File: src/rtl/dm_pkg.sv
// Shared constants for the data-memory access unit:
// DMCtrl encodings, FSM state codes and lane-select widths.
package dm_pkg;

    localparam logic [2:0] DM_B  = 3'b000;
    localparam logic [2:0] DM_H  = 3'b001;
    localparam logic [2:0] DM_W  = 3'b010;
    localparam logic [2:0] DM_BU = 3'b100;
    localparam logic [2:0] DM_HU = 3'b101;

    typedef logic [2:0] dm_state_t;

    localparam dm_state_t S_IDLE = 3'd0;
    localparam dm_state_t S_ACC  = 3'd1;
    localparam dm_state_t S_DATA = 3'd2;
    localparam dm_state_t S_WR   = 3'd3;
    localparam dm_state_t S_RESP = 3'd4;

    localparam int LANE_BW = 2;
    localparam int HALF_BW = 1;

    // Encoding/alignment legality; address range is checked by the caller.
    function automatic logic dm_illegal(
        input logic       wr,
        input logic [2:0] ctrl,
        input logic [1:0] off
    );
        logic bad;
        case (ctrl)
            DM_B:    bad = 1'b0;
            DM_BU:   bad = wr;
            DM_H:    bad = off[0];
            DM_HU:   bad = wr | off[0];
            DM_W:    bad = |off;
            default: bad = 1'b1;
        endcase
        return bad;
    endfunction

endpackage

File: src/rtl/dm_byte_lane.sv
// Byte/half-word lane logic: load extraction with sign/zero
// extension, and read-modify-write merge for narrow stores.
module dm_byte_lane
    import dm_pkg::*;
(
    input  logic [2:0]         i_ctrl,
    input  logic [LANE_BW-1:0] i_off,
    input  logic [31:0]        i_rdata,
    input  logic [31:0]        i_wdata,
    output logic [31:0]        o_ld_data,
    output logic [31:0]        o_st_word
);

    logic [7:0]  w_byte;
    logic [15:0] w_half;
    logic [HALF_BW-1:0] w_hsel;

    assign w_hsel = i_off[1];
    assign w_byte = i_rdata[{i_off, 3'b000} +: 8];
    assign w_half = i_rdata[{w_hsel, 4'b0000} +: 16];

    always_comb begin
        o_ld_data = i_rdata;
        case (i_ctrl)
            DM_B:    o_ld_data = {{24{w_byte[7]}}, w_byte};
            DM_BU:   o_ld_data = {24'h0, w_byte};
            DM_H:    o_ld_data = {{16{w_half[15]}}, w_half};
            DM_HU:   o_ld_data = {16'h0, w_half};
            default: o_ld_data = i_rdata;
        endcase
    end

    always_comb begin
        o_st_word = i_rdata;
        if (i_ctrl == DM_H)
            o_st_word[{w_hsel, 4'b0000} +: 16] = i_wdata[15:0];
        else
            o_st_word[{i_off, 3'b000} +: 8] = i_wdata[7:0];
    end

endmodule

File: src/rtl/dm_access_unit.sv
// Load/store unit between the pipeline and a single-port word SRAM;
// narrow stores are done as read-modify-write.
module dm_access_unit
    import dm_pkg::*;
#(
    parameter int MEM_AW = 10
) (
    input  logic              clk,
    input  logic              rst,
    input  logic              req_valid,
    output logic              req_ready,
    input  logic              req_wr,
    input  logic [2:0]        req_ctrl,
    input  logic [31:0]       req_addr,
    input  logic [31:0]       req_wdata,
    output logic              rsp_valid,
    output logic [31:0]       rsp_rdata,
    output logic              rsp_err,
    output logic              mem_en,
    output logic              mem_we,
    output logic [MEM_AW-1:0] mem_addr,
    output logic [31:0]       mem_wdata,
    input  logic [31:0]       mem_rdata
);

    dm_state_t         r_state;
    logic              r_wr;
    logic [2:0]        r_ctrl;
    logic [MEM_AW+1:0] r_addr;
    logic [31:0]       r_wdata;
    logic              r_err;
    logic [31:0]       r_rdata;
    logic [31:0]       r_merged;

    logic        w_accept;
    logic        w_bad;
    logic        w_word_st;
    logic        w_acc;
    logic        w_wr;
    logic [31:0] w_ld;
    logic [31:0] w_st;

    assign w_accept  = req_valid && (r_state == S_IDLE);
    assign w_bad     = dm_illegal(req_wr, req_ctrl, req_addr[1:0])
                     || (|(req_addr >> (MEM_AW + 2)));
    assign w_word_st = r_wr && (r_ctrl == DM_W);
    assign w_acc     = (r_state == S_ACC);
    assign w_wr      = (r_state == S_WR);

    dm_byte_lane u_lane (
        .i_ctrl    (r_ctrl),
        .i_off     (r_addr[1:0]),
        .i_rdata   (mem_rdata),
        .i_wdata   (r_wdata),
        .o_ld_data (w_ld),
        .o_st_word (w_st)
    );

    always_ff @(posedge clk) begin
        if (rst) begin
            r_state  <= S_IDLE;
            r_wr     <= 1'b0;
            r_ctrl   <= 3'b000;
            r_addr   <= '0;
            r_wdata  <= 32'h0;
            r_err    <= 1'b0;
            r_rdata  <= 32'h0;
            r_merged <= 32'h0;
        end else begin
            case (r_state)
                S_IDLE: if (w_accept) begin
                    r_wr     <= req_wr;
                    r_ctrl   <= req_ctrl;
                    r_addr   <= req_addr[MEM_AW+1:0];
                    r_wdata  <= req_wdata;
                    r_err    <= w_bad;
                    r_rdata  <= 32'h0;
                    r_merged <= 32'h0;
                    r_state  <= w_bad ? S_RESP : S_ACC;
                end
                S_ACC:  r_state <= w_word_st ? S_RESP : S_DATA;
                S_DATA: begin
                    if (r_wr) begin
                        r_merged <= w_st;
                        r_state  <= S_WR;
                    end else begin
                        r_rdata <= w_ld;
                        r_state <= S_RESP;
                    end
                end
                S_WR:   r_state <= S_RESP;
                default: r_state <= S_IDLE;
            endcase
        end
    end

    assign req_ready = (r_state == S_IDLE);
    assign rsp_valid = (r_state == S_RESP);
    assign rsp_err   = rsp_valid && r_err;
    assign rsp_rdata = rsp_valid ? r_rdata : 32'h0;

    assign mem_en    = w_acc || w_wr;
    assign mem_we    = (w_acc && w_word_st) || w_wr;
    assign mem_addr  = mem_en ? r_addr[MEM_AW+1:2] : '0;

    always_comb begin
        mem_wdata = 32'h0;
        unique case (1'b1)
            w_acc && w_word_st: mem_wdata = r_wdata;
            w_wr:               mem_wdata = r_merged;
            default:            mem_wdata = 32'h0;
        endcase
    end

endmodule

File: config.mk
export PLATFORM = sky130hd
export DESIGN_NAME = dm_access_unit
export DESIGN_NICKNAME = d
export VERILOG_FILES = /design/src/rtl/dm_pkg.sv /design/src/rtl/dm_byte_lane.sv /design/src/rtl/dm_access_unit.sv
export SDC_FILE = /design/constraint.sdc
export NUM_CORES = 1
export LEC_CHECK = 0
export CORE_MARGIN = 10
export CORE_UTILIZATION = 51
export CTS_CLUSTER_SIZE = 14
export DETAILED_ROUTE_END_ITERATION = 10
export GPL_TIMING_DRIVEN = 0
export PLACE_DENSITY = 0.9
export REMOVE_ABC_BUFFERS = 1
export SYNTH_ARGS = -nofsm -noshare
export SYNTH_HDL_FRONTEND = slang
export SYNTH_HIERARCHICAL = 1
export SYNTH_SLANG_ARGS = --single-unit
File: constraint.sdc
create_clock -name clk -period 3.7 [get_ports clk]
set_clock_uncertainty 0.1 [all_clocks]
set_input_delay 0.37 -clock clk [delete_from_list [all_inputs] [get_ports clk]]
set_output_delay 0.37 -clock clk [all_outputs]
set_load 0.01 [all_outputs]
# After elaboration in Yosys (flattened, before gate mapping)
# Cells that the tools add are included.
totals:
  word_cells: 66
  reg_bits: 116
  output_inout_bits: 79
  input_bits: 103
op_classes:
  reduce_logical: 16
  addsub: 2
  muxes: 18
  shift: 6
  bitwise: 1
  eq_ne: 15
op_table:
  columns: ["operator", "count"]
  rows:
  - ["$pmux W32 S2", 3]
  - ["$mux W32", 5]
  - ["$pmux W32 S4", 1]
  - ["$bwmux W32", 2]
  - ["$shift A16 B7 Y32 const A", 1]
  - ["$shift A8 B7 Y32 const A", 1]
  - ["$shiftx A16 B7 Y32", 1]
  - ["$shiftx A32 B6 Y16", 1]
  - ["$shiftx A32 B6 Y8", 1]
  - ["$shiftx A8 B7 Y32", 1]
  - ["$reduce_or A20 Y1", 1]
  - ["$eq A3 B3 Y1 const B", 5]
  - ["$neg A5 Y7", 2]
  - ["$eq A3 B2 Y1 const B", 4]
  - ["$mux W3", 4]
  - ["$pmux W3 S4", 1]
  - ["$mux W10", 1]
  - ["$eq A3 B1 Y1 const B", 3]
  - ["$logic_not A3 Y1", 3]
  - ["$reduce_and A3 Y1", 2]
  - ["$pmux W1 S5", 1]
  - ["$logic_and A1 B1 Y1", 4]
  - ["$ne A2 B2 Y1 const B", 2]
  - ["$logic_or A1 B1 Y1", 3]
  - ["5 further kinds", 5]

# Longest topological paths before layout
logic_depth:
  ltp_word: 6
  ltp_mapped: 9
  ltp_nobuf: 8

# Cells and area by module
# Netlist, hierarchy kept.
by_module_without_submodules:
  columns: ["module", "n_inst", "cells_each", "seq_area_each_um2", "area_each_um2"]
  rows:
  - ["dm_access_unit", 1, 550, 2322.2, 4654.5]
  - ["dm_byte_lane", 1, 221, 0.0, 1397.6]

# Worst setup path after synthesis
# No wires, ideal clock.
synth_path:
  path_kind: "reg2reg"
  from: "register r_addr[0]"
  to: "register r_merged[13]"
  t_arrival_ns: 1.826
  n_path_buf: 1
  required_ns: 3.472
  slack_ns: 1.647
  synth_period_minus_slack_ns: 2.053
  setup_ns: 0.128
  stages_incl_launch_ff: 9
  path_cell_list: "dfxtp_1 > inv_2 > ha_1 > and4_1 > clkbuf_1 > a221oi_1 > a21oi_1 > a22oi_1 > nor2_1"
synth_between:
  elab_chain_cells: 6
  word_cells_on_any_way: 7
  classes_between: "1 x add/sub; 2 x shift; 4 x mux"
synth_lines:
  columns: ["element", "line", "rtl"]
  rows:
  - ["from (decl)", "dm_access_unit.sv:29", "logic [MEM_AW+1:0] r_addr;"]
  - ["from (signal assigned)", "dm_access_unit.sv:74", "r_addr <= req_addr[MEM_AW+1:0];"]
  - ["$neg A5 Y7 (*)", "dm_byte_lane.sv:38", "o_st_word[{i_off, 3'b000} +: 8] = i_wdata[7:0];"]
  - ["$shiftx A8 B7 Y32 / $shift A8 B7 Y32 (equally long branches)", "dm_byte_lane.sv:38", null]
  - ["$bwmux W32 (*)", "dm_byte_lane.sv:38", null]
  - ["$mux W32 (*)", "dm_byte_lane.sv:35", "if (i_ctrl == DM_H)"]
  - ["via w_st[13]", "dm_access_unit.sv:41", "logic [31:0] w_st;"]
  - ["$mux W32 (*)", "dm_access_unit.sv:83", "if (r_wr) begin"]
  - ["$pmux W32 S2 (*)", "dm_access_unit.sv:70", "case (r_state)"]
  - ["to (signal assigned)", "dm_access_unit.sv:84", "r_merged <= w_st;"]
  - ["to (decl)", "dm_access_unit.sv:33", "logic [31:0] r_merged;"]
# Mark *: on every way through the listed nets, which the timed path passes. The rest lies on a longest branch. The select of a mux whose other input is x is not followed.
# A chain may end at the register's enable or synchronous reset.

# Worst setup path after layout
layout_path:
  from: "register r_state[0]"
  to: "output port mem_wdata[4]"
layout_between:
  elab_chain_cells: 3
  word_cells_on_any_way: 4
  classes_between: "2 x eq/ne; 1 x mux; 1 x reduce/logical"
layout_lines:
  columns: ["element", "line", "rtl"]
  rows:
  - ["from (decl)", "dm_access_unit.sv:26", "dm_state_t r_state;"]
  - ["from (signal assigned)", "dm_access_unit.sv:79", "r_state <= w_bad ? S_RESP : S_ACC;"]
  - ["from (signal assigned)", "dm_access_unit.sv:81", "S_ACC: r_state <= w_word_st ? S_RESP : S_DATA;"]
  - ["$eq A3 B1 Y1", "dm_access_unit.sv:47", "assign w_acc = (r_state == S_ACC);"]
  - ["$logic_and A1 B1 Y1", "dm_access_unit.sv:109", "w_acc && w_word_st: mem_wdata = r_wdata;"]
  - ["$pmux W32 S2 (*)", "dm_access_unit.sv:108", "unique case (1'b1)"]
  - ["to (decl)", "dm_access_unit.sv:22", "output logic [31:0] mem_wdata,"]
# Mark *: on every way between the ends. The rest lies on a longest branch, timed or not.

==> flow_summary.toml <==
[sta]
post-route-period-util_pct = 92.67
worst_pin_slew_ns = 0.9275
drv_slew = 0
min_period_ns = 3.429
hold_viol_final = 0
rsz0062_at_grt = "false"
fmaxAchievable_mhz = 291.6
slew-limit-headroom_pct = 37.91
setup-violations-final = 0

[power_and_ir_drop]
power_leakage_uw = 0.003189
pwr_density_cell_mw_per_mm2 = 423.0
peakVddDrop_mv = 0.2487

[critical_path]
worstSetupPathType = "register to primary output"
start_kind = "register"
worstPathRequired_ns = 3.23
end_kind = "primary output"
worstPathArrival_ns = 2.96
cp_max_fo = 32

[routing]
met2WireLength_um = 10040
wl_met1_um = 8359
drc = 0
postRouteAntennaNets = 0
wl_um = 21140
first_iter_violations = 800
vias_per_cell = 6.062
drt-pass1-iter-count = 5
routedWlPerCell_um = 19.65
vias = 6523
routed.top_layer = "met4"
dr_wl_met3_um = 1895

[synthesis]
synth-async-reset-ratio_pct = 0
syn_area_sq_mm = 0.006052
synthFlopType = "dfxtp_1"
synth_cell_types = 50
avgSynthCellArea_sq_um = 7.850
ys_warn_count = 6
syn_inst = 771
ys_seq_elements = 116
synth-edff-count = 0
yosysSeqAreaShare_pct = 38.37

[floorplanning]
dieHeight_um = 128.9
core_area_sq_mm = 0.01152
die_x_um = 128.9
rows = 39
start_util_pct = 52.55
io_pins = 182
dieArea_sq_mm = 0.01662

[clock_network]
cts_max_level = 4
ctsResizeCount = 0
clk_latency_ns = 0.41
clock-root-buffer = "clkbuf_16"
clockBufferDepth = 2
cts_sinks = 116
cts_tree = "done"
cts_inserted_buffers = 17
cts.clk_slew.worst_paths_ns = 0.05

[status]
status = "finished, final reports clean"

[run]
maxCapViolCount = 0

[cells_and_area]
drive_gt1_share_pct = 7.074
syn2layout_area_growth_pct = 43.62
n_antenna_cell = 0
instances_no_fill = 1076
final_cell_mix = "clkdlybuf4s50_1 (180), nand2_1 (153), dfxtp_1 (114), a21oi_1 (79), nor2_1 (78)"
nets = 1029
final_area_sq_mm = 0.008692
utilization_pct = 75.48
mostFrequentLayoutCell = "clkdlybuf4s50_1"

[grt]
grt_max_degree = 60
grt_usage_pct = 24.80
grt_pass1_wl_um = 33110
antenna_found_initial = 0
overflow = 0
grt_pass1_vias = 6267

[placed_design]
portBuffers = 181
place_congestion = 0.8651
placed_area_sq_mm = 0.008009
dp_cells = 1044
post-dp-hpwl_um = 14440

[hold_path]
hold_path_class = "register to register"
[final cells by class]
| class | instances | area, sq um |
|---|---|---|
| Tap cell | 143 | 178.9 |
| Sequential cell | 116 | 2325 |
| Inverter | 8 | 30.03 |
| Fill cell | 801 | 2824 |
| Clock inverter | 10 | 202.7 |
| Timing Repair Buffer | 195 | 2016 |
| Clock buffer | 21 | 460.4 |
| Multi-Input combinational cell | 583 | 3480 |
[worst max-delay path: stages (launching register included)]
cell and delay, ns:
dfxtp_1 0.62, nand2b_1 0.30, nor2_4 0.75, a22o_1 0.30
clkdlybuf4s50_1 0.55
[synthesized netlist by cell type, types with 2 or more instances]
library cell,count,share of area [%]
a211oi_1,2,0.25
nor4b_4,3,1.2
inv_1,6,0.37
mux2i_1,22,3.6
a21oi_1,79,6.5
ha_1,5,1.0
a221oi_1,16,2.3
a22o_1,48,6.9
nand2b_1,4,0.41
mux2_2,2,0.37
nor4_1,8,0.83
clkbuf_1,43,2.7
nand2_1,154,9.6
nor3_1,8,0.66
dfxtp_1,116,38
buf_2,16,1.3
a22oi_1,66,8.2
nor2_1,81,5.0
and2_1,43,4.4
buf_4,2,0.25
o21ai_1,2,0.17
buf_1,3,0.19
o21ai_0,15,1.2
[through the flow]
stage               hold WS (ns)  setup WS (ns)  TNS, ns  total power (uW)
floorplan                 0.3257         -1.224   -39.16              1570
global placement          0.3383         -4.477  -239.92              1779
detailed placement        0.3420         0.3543        0              1811
CTS                       0.3495         0.2794        0              3662
global route              0.3690         0.1409        0              3781
finish                    0.3479         0.2711        0              3677
[where the power goes]
group	leakage (uW)	internal, uW	total [uW]	switching (uW)
logic	0.00192	224	469	245
clock network	0.000323	1290	1870	579
registers	0.000944	1280	1340	52.9
total	0.00319	2800	3680	878
[repair_timing]
item | 4_1_cts | 5_1_grt
setup buffers | 1 | 0
hold buffers | 0 | 0
setup endpoints to repair | 17 | 0
[state kept, by name (all words and copies together), names as in the netlist]
register,count
r_rdata,32
r_err,1
r_ctrl,3
r_merged,32
r_addr,12
r_state,3
r_wdata,32
r_wr,1
[logic make-up after synthesis]
family | Yosys count | synth area share [%]
AOI/OAI and AO/OA | 237 | 27.02
adders and majority gates | 5 | 1.034
buffers and inverters | 72 | 4.920
DFF | 116 | 38.37
muxes | 26 | 4.569
and+or+nand+nor | 315 | 24.09
[layer usage]
layer,up-vias,global-route usage [%]
li1,3045,-
met1,3043,29.65
met2,368,40.78
met3,67,5.832
met4,0,12.91
met5,-,0
[worst paths after layout]
kind / startpoint / end / slack (ns) / cells past startpoint
max: r_state[0] / mem_wdata[4] / 0.27 / 4
min: r_addr[7] / r_addr[7] / 0.35 / 2
max reg2reg: r_addr[1] / r_merged[24] / 0.58 / 8
min reg2reg: r_addr[7] / r_addr[7] / 0.35 / 2
(Power assumes the default switching activity.)
